<file path="src/rtl/perceptron_pkg.sv">
// Shared types for the perceptron training pipeline: default feature
// geometry, the sample feeder state encoding and the stored sample record.
package perceptron_pkg;

  localparam int DATA_WIDTH = 8;
  localparam int N_INPUTS   = 2;

  typedef enum logic [1:0] {
    IDLE,
    PRESENT,
    WAIT_RES,
    DONE
  } feeder_state_t;

  // Features occupy the low bits (feature 0 lowest), label sits on top.
  typedef struct packed {
    logic                                label;
    logic [N_INPUTS-1:0][DATA_WIDTH-1:0] x;
  } sample_t;

endpackage

</file>
<file path="src/rtl/training_sample_feeder_if.sv">
// Bundle between the sample feeder and its environment: register-file
// loading, start control, the sample valid/ready stream, the trainer's
// per-sample verdict and the run status.
interface training_sample_feeder_if #(
  parameter int N_INPUTS   = perceptron_pkg::N_INPUTS,
  parameter int DATA_WIDTH = perceptron_pkg::DATA_WIDTH,
  parameter int IDX_W      = 2,
  parameter int EP_W       = 5
);
  logic                           load_en_i;
  logic [IDX_W-1:0]               load_addr_i;
  logic [N_INPUTS*DATA_WIDTH-1:0] load_x_i;
  logic                           load_label_i;
  logic                           start_i;
  logic                           sample_valid_o;
  logic                           sample_ready_i;
  logic [N_INPUTS*DATA_WIDTH-1:0] sample_x_o;
  logic                           sample_label_o;
  logic [IDX_W-1:0]               sample_idx_o;
  logic                           last_o;
  logic                           result_valid_i;
  logic                           result_err_i;
  logic [EP_W-1:0]                epoch_o;
  logic                           busy_o;
  logic                           done_o;
  logic                           converged_o;

  // Feeder side.
  modport master (
    input  load_en_i, load_addr_i, load_x_i, load_label_i, start_i,
           sample_ready_i, result_valid_i, result_err_i,
    output sample_valid_o, sample_x_o, sample_label_o, sample_idx_o, last_o,
           epoch_o, busy_o, done_o, converged_o
  );

  // Loader / trainer side.
  modport slave (
    output load_en_i, load_addr_i, load_x_i, load_label_i, start_i,
           sample_ready_i, result_valid_i, result_err_i,
    input  sample_valid_o, sample_x_o, sample_label_o, sample_idx_o, last_o,
           epoch_o, busy_o, done_o, converged_o
  );
endinterface

</file>
<file path="src/rtl/sample_regfile.sv">
// Training-set storage: one sample_t per entry, synchronous write,
// combinational read.
module sample_regfile
  import perceptron_pkg::*;
#(
  parameter int N_SAMPLES = 4,
  parameter int IDX_W     = 2
) (
  input  logic             clk_i,
  input  logic             we,
  input  logic [IDX_W-1:0] waddr,
  input  sample_t          wdata,
  input  logic [IDX_W-1:0] raddr,
  output sample_t          rdata
);

  sample_t mem [N_SAMPLES];

  // Write port.
  // NOTE: storage arrays carry no reset; the training set must survive a
  // reset, and resetting an array forces it out of RAM-style storage.
  always_ff @(posedge clk_i) begin
    if (we) mem[waddr] <= wdata;
  end

  assign rdata = mem[raddr];

endmodule

</file>
<file path="src/rtl/training_sample_feeder.sv">
// Streams the stored training set to the trainer one sample at a time,
// epoch after epoch, until an epoch finishes without error or the epoch
// budget is spent.
module training_sample_feeder #(
  parameter  int N_INPUTS   = perceptron_pkg::N_INPUTS,
  parameter  int DATA_WIDTH = perceptron_pkg::DATA_WIDTH,
  parameter  int N_SAMPLES  = 4,
  parameter  int N_EPOCHS   = 16,
  localparam int IDX_W      = (N_SAMPLES > 1) ? $clog2(N_SAMPLES) : 1,
  localparam int EP_W       = $clog2(N_EPOCHS + 1)
) (
  input logic                     clk_i,
  input logic                     reset_i,
  training_sample_feeder_if.master bus
);
  import perceptron_pkg::*;

  localparam logic [IDX_W-1:0] LAST_IDX = IDX_W'(N_SAMPLES - 1);
  localparam logic [IDX_W-1:0] IDX_ONE  = IDX_W'(1);
  localparam logic [EP_W-1:0]  EP_ONE   = EP_W'(1);
  localparam logic [EP_W-1:0]  EP_MAX   = EP_W'(N_EPOCHS);

  feeder_state_t    state, state_n;
  logic [IDX_W-1:0] idx, idx_n;
  logic [EP_W-1:0]  epoch, epoch_n;
  logic             ep_err, ep_err_n;
  logic             converged, converged_n;
  logic             err_so_far;
  logic             rf_we;
  sample_t          rf_wdata, rf_rdata;

  // Loads only while stopped; a simultaneous start takes priority.
  assign rf_we = ((state == IDLE) || (state == DONE)) && bus.load_en_i &&
                 !bus.start_i && (int'(bus.load_addr_i) < N_SAMPLES);
  assign rf_wdata = sample_t'({bus.load_label_i, bus.load_x_i});

  // Read the entry that will be presented next so the outputs can be
  // registered on the same edge that moves the index.
  sample_regfile #(
    .N_SAMPLES(N_SAMPLES),
    .IDX_W    (IDX_W)
  ) u_regfile (
    .clk_i(clk_i),
    .we   (rf_we),
    .waddr(bus.load_addr_i),
    .wdata(rf_wdata),
    .raddr(idx_n),
    .rdata(rf_rdata)
  );

  assign err_so_far = ep_err | bus.result_err_i;

  // Next-state, index, epoch and error-flag logic.
  // NOTE: every target gets its hold value first, so no path through the
  // case statement can leave one unassigned and infer a latch.
  always_comb begin
    state_n     = state;
    idx_n       = idx;
    epoch_n     = epoch;
    ep_err_n    = ep_err;
    converged_n = converged;
    unique case (state)
      IDLE, DONE: begin
        if (bus.start_i) begin
          state_n     = PRESENT;
          idx_n       = '0;
          epoch_n     = '0;
          ep_err_n    = 1'b0;
          converged_n = 1'b0;
        end
      end
      PRESENT: begin
        if (bus.sample_ready_i) state_n = WAIT_RES;
      end
      WAIT_RES: begin
        if (bus.result_valid_i) begin
          if (idx != LAST_IDX) begin
            idx_n    = idx + IDX_ONE;
            ep_err_n = err_so_far;
            state_n  = PRESENT;
          end else if (!err_so_far) begin
            converged_n = 1'b1;
            state_n     = DONE;
          end else if (epoch + EP_ONE == EP_MAX) begin
            epoch_n  = epoch + EP_ONE;
            ep_err_n = 1'b1;
            state_n  = DONE;
          end else begin
            epoch_n  = epoch + EP_ONE;
            ep_err_n = 1'b0;
            idx_n    = '0;
            state_n  = PRESENT;
          end
        end
      end
      default: state_n = IDLE;
    endcase
  end

  // State registers and registered stream/status outputs.
  // NOTE: non-blocking assignments so every register samples the values
  // from before this edge, independent of statement order.
  always_ff @(posedge clk_i or posedge reset_i) begin
    if (reset_i) begin
      state              <= IDLE;
      idx                <= '0;
      epoch              <= '0;
      ep_err             <= 1'b0;
      converged          <= 1'b0;
      bus.sample_valid_o <= 1'b0;
      bus.sample_x_o     <= '0;
      bus.sample_label_o <= 1'b0;
      bus.last_o         <= 1'b0;
      bus.busy_o         <= 1'b0;
      bus.done_o         <= 1'b0;
    end else begin
      state              <= state_n;
      idx                <= idx_n;
      epoch              <= epoch_n;
      ep_err             <= ep_err_n;
      converged          <= converged_n;
      bus.sample_valid_o <= (state_n == PRESENT);
      bus.last_o         <= (state_n == PRESENT) && (idx_n == LAST_IDX);
      bus.busy_o         <= (state_n == PRESENT) || (state_n == WAIT_RES);
      bus.done_o         <= (state_n == DONE);
      if (state_n == PRESENT) begin
        bus.sample_x_o     <= rf_rdata.x;
        bus.sample_label_o <= rf_rdata.label;
      end
    end
  end

  assign bus.sample_idx_o = idx;
  assign bus.epoch_o      = epoch;
  assign bus.converged_o  = converged;

endmodule
</file>
<file path="src/flat_wrapper.sv">
// flat-port wrapper written by rule: the top's interface ports become plain ports
module training_sample_feeder_flat import perceptron_pkg::*;
#(
  parameter  int N_INPUTS   = perceptron_pkg::N_INPUTS,
  parameter  int DATA_WIDTH = perceptron_pkg::DATA_WIDTH,
  parameter  int N_SAMPLES  = 4,
  parameter  int N_EPOCHS   = 16,
  localparam int IDX_W      = (N_SAMPLES > 1) ? $clog2(N_SAMPLES) : 1,
  localparam int EP_W       = $clog2(N_EPOCHS + 1)
)
  (clk_i, reset_i, bus_load_en_i, bus_load_addr_i, bus_load_x_i, bus_load_label_i, bus_start_i, bus_sample_ready_i, bus_result_valid_i, bus_result_err_i, bus_sample_valid_o, bus_sample_x_o, bus_sample_label_o, bus_sample_idx_o, bus_last_o, bus_epoch_o, bus_busy_o, bus_done_o, bus_converged_o);
  training_sample_feeder_if #(.N_INPUTS(N_INPUTS), .DATA_WIDTH(DATA_WIDTH)) bus_i ();
  input logic clk_i;
  input logic reset_i;
  input wire logic [$bits(bus_i.load_en_i)-1:0] bus_load_en_i;
  input wire logic [$bits(bus_i.load_addr_i)-1:0] bus_load_addr_i;
  input wire logic [$bits(bus_i.load_x_i)-1:0] bus_load_x_i;
  input wire logic [$bits(bus_i.load_label_i)-1:0] bus_load_label_i;
  input wire logic [$bits(bus_i.start_i)-1:0] bus_start_i;
  input wire logic [$bits(bus_i.sample_ready_i)-1:0] bus_sample_ready_i;
  input wire logic [$bits(bus_i.result_valid_i)-1:0] bus_result_valid_i;
  input wire logic [$bits(bus_i.result_err_i)-1:0] bus_result_err_i;
  output wire logic [$bits(bus_i.sample_valid_o)-1:0] bus_sample_valid_o;
  output wire logic [$bits(bus_i.sample_x_o)-1:0] bus_sample_x_o;
  output wire logic [$bits(bus_i.sample_label_o)-1:0] bus_sample_label_o;
  output wire logic [$bits(bus_i.sample_idx_o)-1:0] bus_sample_idx_o;
  output wire logic [$bits(bus_i.last_o)-1:0] bus_last_o;
  output wire logic [$bits(bus_i.epoch_o)-1:0] bus_epoch_o;
  output wire logic [$bits(bus_i.busy_o)-1:0] bus_busy_o;
  output wire logic [$bits(bus_i.done_o)-1:0] bus_done_o;
  output wire logic [$bits(bus_i.converged_o)-1:0] bus_converged_o;
  assign bus_i.load_en_i = bus_load_en_i;
  assign bus_i.load_addr_i = bus_load_addr_i;
  assign bus_i.load_x_i = bus_load_x_i;
  assign bus_i.load_label_i = bus_load_label_i;
  assign bus_i.start_i = bus_start_i;
  assign bus_i.sample_ready_i = bus_sample_ready_i;
  assign bus_i.result_valid_i = bus_result_valid_i;
  assign bus_i.result_err_i = bus_result_err_i;
  assign bus_sample_valid_o = bus_i.sample_valid_o;
  assign bus_sample_x_o = bus_i.sample_x_o;
  assign bus_sample_label_o = bus_i.sample_label_o;
  assign bus_sample_idx_o = bus_i.sample_idx_o;
  assign bus_last_o = bus_i.last_o;
  assign bus_epoch_o = bus_i.epoch_o;
  assign bus_busy_o = bus_i.busy_o;
  assign bus_done_o = bus_i.done_o;
  assign bus_converged_o = bus_i.converged_o;
  training_sample_feeder #(.N_INPUTS(N_INPUTS), .DATA_WIDTH(DATA_WIDTH), .N_SAMPLES(N_SAMPLES), .N_EPOCHS(N_EPOCHS)) u_core (.clk_i(clk_i), .reset_i(reset_i), .bus(bus_i));
endmodule
</file>
<file path="config.mk">
export PLATFORM = sky130hd
export DESIGN_NAME = training_sample_feeder_flat
export DESIGN_NICKNAME = d
export VERILOG_FILES = /design/src/rtl/perceptron_pkg.sv /design/src/rtl/training_sample_feeder_if.sv /design/src/rtl/sample_regfile.sv /design/src/rtl/training_sample_feeder.sv /design/src/flat_wrapper.sv
export SDC_FILE = /design/constraint.sdc
export NUM_CORES = 1
export LEC_CHECK = 0
export BUFFER_PORTS_ARGS = -buffer_cell sky130_fd_sc_hd__buf_4
export CAP_MARGIN = 25
export CORE_AREA = 2 2 67 132
export DETAILED_ROUTE_END_ITERATION = 16
export DIE_AREA = 0 0 69 134
export PLACE_DENSITY = 0.69
export SETUP_SLACK_MARGIN = 0.4
export SLEW_MARGIN = 10
export SYNTH_ARGS = -nofsm -noshare
export SYNTH_HDL_FRONTEND = slang
export SYNTH_SLANG_ARGS = --single-unit
</file>
<file path="constraint.sdc">
create_clock -name clk_i -period 7.1 [get_ports clk_i]
set_clock_uncertainty 0.1 [all_clocks]
set_input_delay 1.42 -clock clk_i [delete_from_list [all_inputs] [get_ports clk_i]]
set_output_delay 1.42 -clock clk_i [all_outputs]
set_load 0.005 [all_outputs]
</file>
==> impl_metrics.yaml <==
status:
  status: "finished, final reports clean"
logic_synthesis:
  avgSynthCellArea_um2: 15.3
  synth_xor_xnor_area_share_pct: 0.437
  synth_fa_ha_area_share_pct: 2.19
  ys_ff_latch: 100
  ys_warn_count: 0
  yosys.area_share.simple_pct: 6.06
  syn_area_mm2: 0.00400
  ys_types: 40
  synth_compound_area_share_pct: 8.91
  seq_area_frac_synth_pct: 71.0
  synth_top_family_by_area: "compound AO/OA/AOI/OAI gates"
  synth_cells: 261
  synthMuxAreaShare_pct: 8.75
  synth_fp_nets: 294
floorplanning:
  rows: 47
  die_area_mm2: 0.00925
  ioPinCount: 55
  die_y_um: 134
  die_w_um: 69
  initial_core_util_pct: 48.6
  core-area_mm2: 0.00823
placed_design:
  place_inst: 409
  io_buffers: 54
  placed_cell_area_mm2: 0.00451
  place_ws_ns: 2.91
  gp_congestion: 0.842
  dp_hpwl_um: 4920
clock_network:
  cts_hold_buffers: 0
  cts_buffers: 9
  cts_resized: 0
  numClockSinks: 100
  post_cts_buffers: 0
  cts.clk_slew.worst_paths_ns: 0.06
  clock_latency_ns: 0.34
  ctsLongestPathBuffers: 2
  cts_max_level: 3
  cts_tree: "built"
  clock-root-buffer: "clkbuf_16"
finish:
  final_cell_mix: "edfxtp_1 (68), buf_4 (59), mux2i_1 (35), dfrtp_1 (32), nand2_1 (27)"
  syn_to_final_growth_pct: 20.7
  final_cells: 425
  mostFrequentLayoutCell: "edfxtp_1"
  fill_cells: 672
  antenna_cells: 0
  drive_above_1_share_pct: 24.2
  finish.instance_area_mm2: 0.00483
  final_nets: 355
timing:
  hold_viol_final: 0
  finalCritPeriodShare_pct: 54.3
  fmax_mhz: 259
  fin_crit_ns: 3.86
  finalMaxSlewViolations: 0
  worstMarginPinSlew_ns: 0.945
  setup_viol: 0
  setup_ws_ns: 3.24
  slew_headroom_pct: 37.0
  setup_tns_ns: 0
  rsz0062_at_grt: "false"
drt:
  wl_per_cell_um: 17.4
  dr.pass1.iters: 4
  via_count: 2339
  drtIter0Drc: 75
  ant_nets: 0
  drc: 0
  via_per_inst: 5.50
  wirelength_um: 7390
setup_path:
  critPathSlowestCell: "or2_1"
  startpoint: "bus_result_valid_i"
  arrival_ns: 3.99
  crit_type: "input pin to flop"
  cp-start-kind: "input pin"
  crit_path_max_incr_delay_ns: 0.66
  worstPathCellList: "buf_4 -> nand2_1 -> nor2_1 -> o21a_1 -> a221oi_1 -> o22a_1 -> ha_1 -> clkinv_1 -> or2_1 -> o221ai_1"
  end_kind: "flop"
  required_ns: 7.23
  cp_max_fo: 18
  r2r_start: "u_core.bus.epoch_o[0]"
power:
  vdd_ir_drop_max_uv: 252
  finalPower_mw: 1.80
  leakage_nw: 2.12
  p_per_area_mw_per_mm2: 372
global_route:
  grt_use_total_pct: 17.0
  grt-ovfl-total: 0
  first_global_vias: 2456
  antenna_found_initial: 0
  grt_max_degree: 36
  grt_pass1_wl_um: 11900
hold_path:
  hp-start: "u_core.bus.sample_x_o[9]"
  hold_path.class: "flop to flop"
job:
  drv_cap: 0
## layout make-up
class | count | area, um2 | area share, %
Clock inverter | 5 | 75.1 | 1.55
Inverter | 9 | 33.8 | 0.699
Timing Repair Buffer | 59 | 443 | 9.17
Clock buffer | 11 | 243 | 5.02
Multi-Input combinational cell | 143 | 1070 | 22.2
Tap cell | 98 | 123 | 2.54
Sequential cell | 100 | 2840 | 58.8
## cells in the mapped netlist
library cell	count	share of area [%]
a31oi_1	1	0.16
o21a_1	1	0.19
o22a_1	1	0.22
a21o_1	1	0.19
o211ai_1	1	0.19
a311oi_2	1	0.37
a21oi_1	5	0.62
nor3b_1	2	0.37
a221oi_1	1	0.22
or2_1	1	0.16
or2_2	1	0.16
mux2i_1	35	8.8
o41ai_2	1	0.41
xor2_1	1	0.22
nand3b_1	1	0.19
nor2b_1	1	0.16
buf_6	4	1.1
a21bo_1	1	0.25
a41o_1	1	0.25
nand2_1	27	2.5
buf_2	1	0.12
clkbuf_1	2	0.19
and3_1	4	0.62
nor4b_1	1	0.22
ha_1	7	2.2
dfrtp_1	32	20
inv_1	8	0.75
nand3_1	3	0.37
clkinv_1	1	0.094
o21ai_0	11	1.4
o221ai_1	17	3.7
and4b_1	1	0.25
xnor2_1	1	0.22
buf_4	2	0.37
nor3_1	1	0.12
a22o_1	2	0.44
edfxtp_1	68	51
o22ai_1	2	0.31
nor2_1	8	0.75
and2_1	1	0.16
## worst paths after layout
check                                            endpoint  slack [ns]  cells after the start
worst max-delay path            u_core.bus.sample_x_o[15]        3.24                     10
worst min-delay path             u_core.bus.sample_x_o[9]        0.41                      2
worst max register to register  u_core.bus.sample_x_o[15]        3.25                     11
worst min register to register   u_core.bus.sample_x_o[9]        0.41                      2
max in group asynchronous        u_core.bus.sample_x_o[3]        5.54                      3
min in group asynchronous           u_core.bus.epoch_o[3]        1.06                      3
## sequential cells by signal (all words and copies together), names as in the netlist
register                   count
u_core.bus.busy_o              1
u_core.bus.converged_o         1
u_core.bus.done_o              1
u_core.bus.epoch_o             5
u_core.bus.last_o              1
u_core.bus.sample_idx_o        2
u_core.bus.sample_label_o      1
u_core.bus.sample_valid_o      1
u_core.bus.sample_x_o         16
u_core.ep_err                  1
u_core.state                   2
u_core.u_regfile.mem          68
## where the power goes
part	switching [mW]	internal (mW)
clock network	0.193	0.316
logic	0.289	0.232
registers	0.0498	0.716
## kinds of logic after synthesis
| kind of cell | after synthesis |
|---|---|
| AOI/OAI and AO/OA | 47 |
| and+or+nand+nor | 52 |
| DFF | 100 |
| adders and majority gates | 7 |
| muxes | 35 |
| xor gates and xnor gates | 2 |
| buffers and inverters | 18 |
## critical path, delay by kind of cell
kind	cells	cell delay, ns
compound gates	4	0.93
simple gates	3	0.84
buf+inv	2	0.59
fa+ha+maj	1	0.20
## layer usage
layer / vias up / routed length, um / track usage [%] / part of all wire, %
met5: - / 0 / 0 / 0
met3: 15 / 302 / 4.58 / 4.1
li1: 1115 / - / - / -
met1: 1156 / 2680 / 17.1 / 36
met2: 53 / 4220 / 31.9 / 57
met4: 0 / 180 / 7.63 / 2.4
## metrics by stage
| step | util, % | hold WS (ns) |
|---|---|---|
| final | 58.7 | 0.408 |
| after global routing | 58.7 | 0.440 |
| after CTS | 58.7 | 0.410 |
| after detailed placement | 54.8 | 0.390 |
| after global placement | 54.8 | 0.378 |
| after floorplan | - | 0.380 |
No activity file was read; power rests on OpenSTA's default activity.
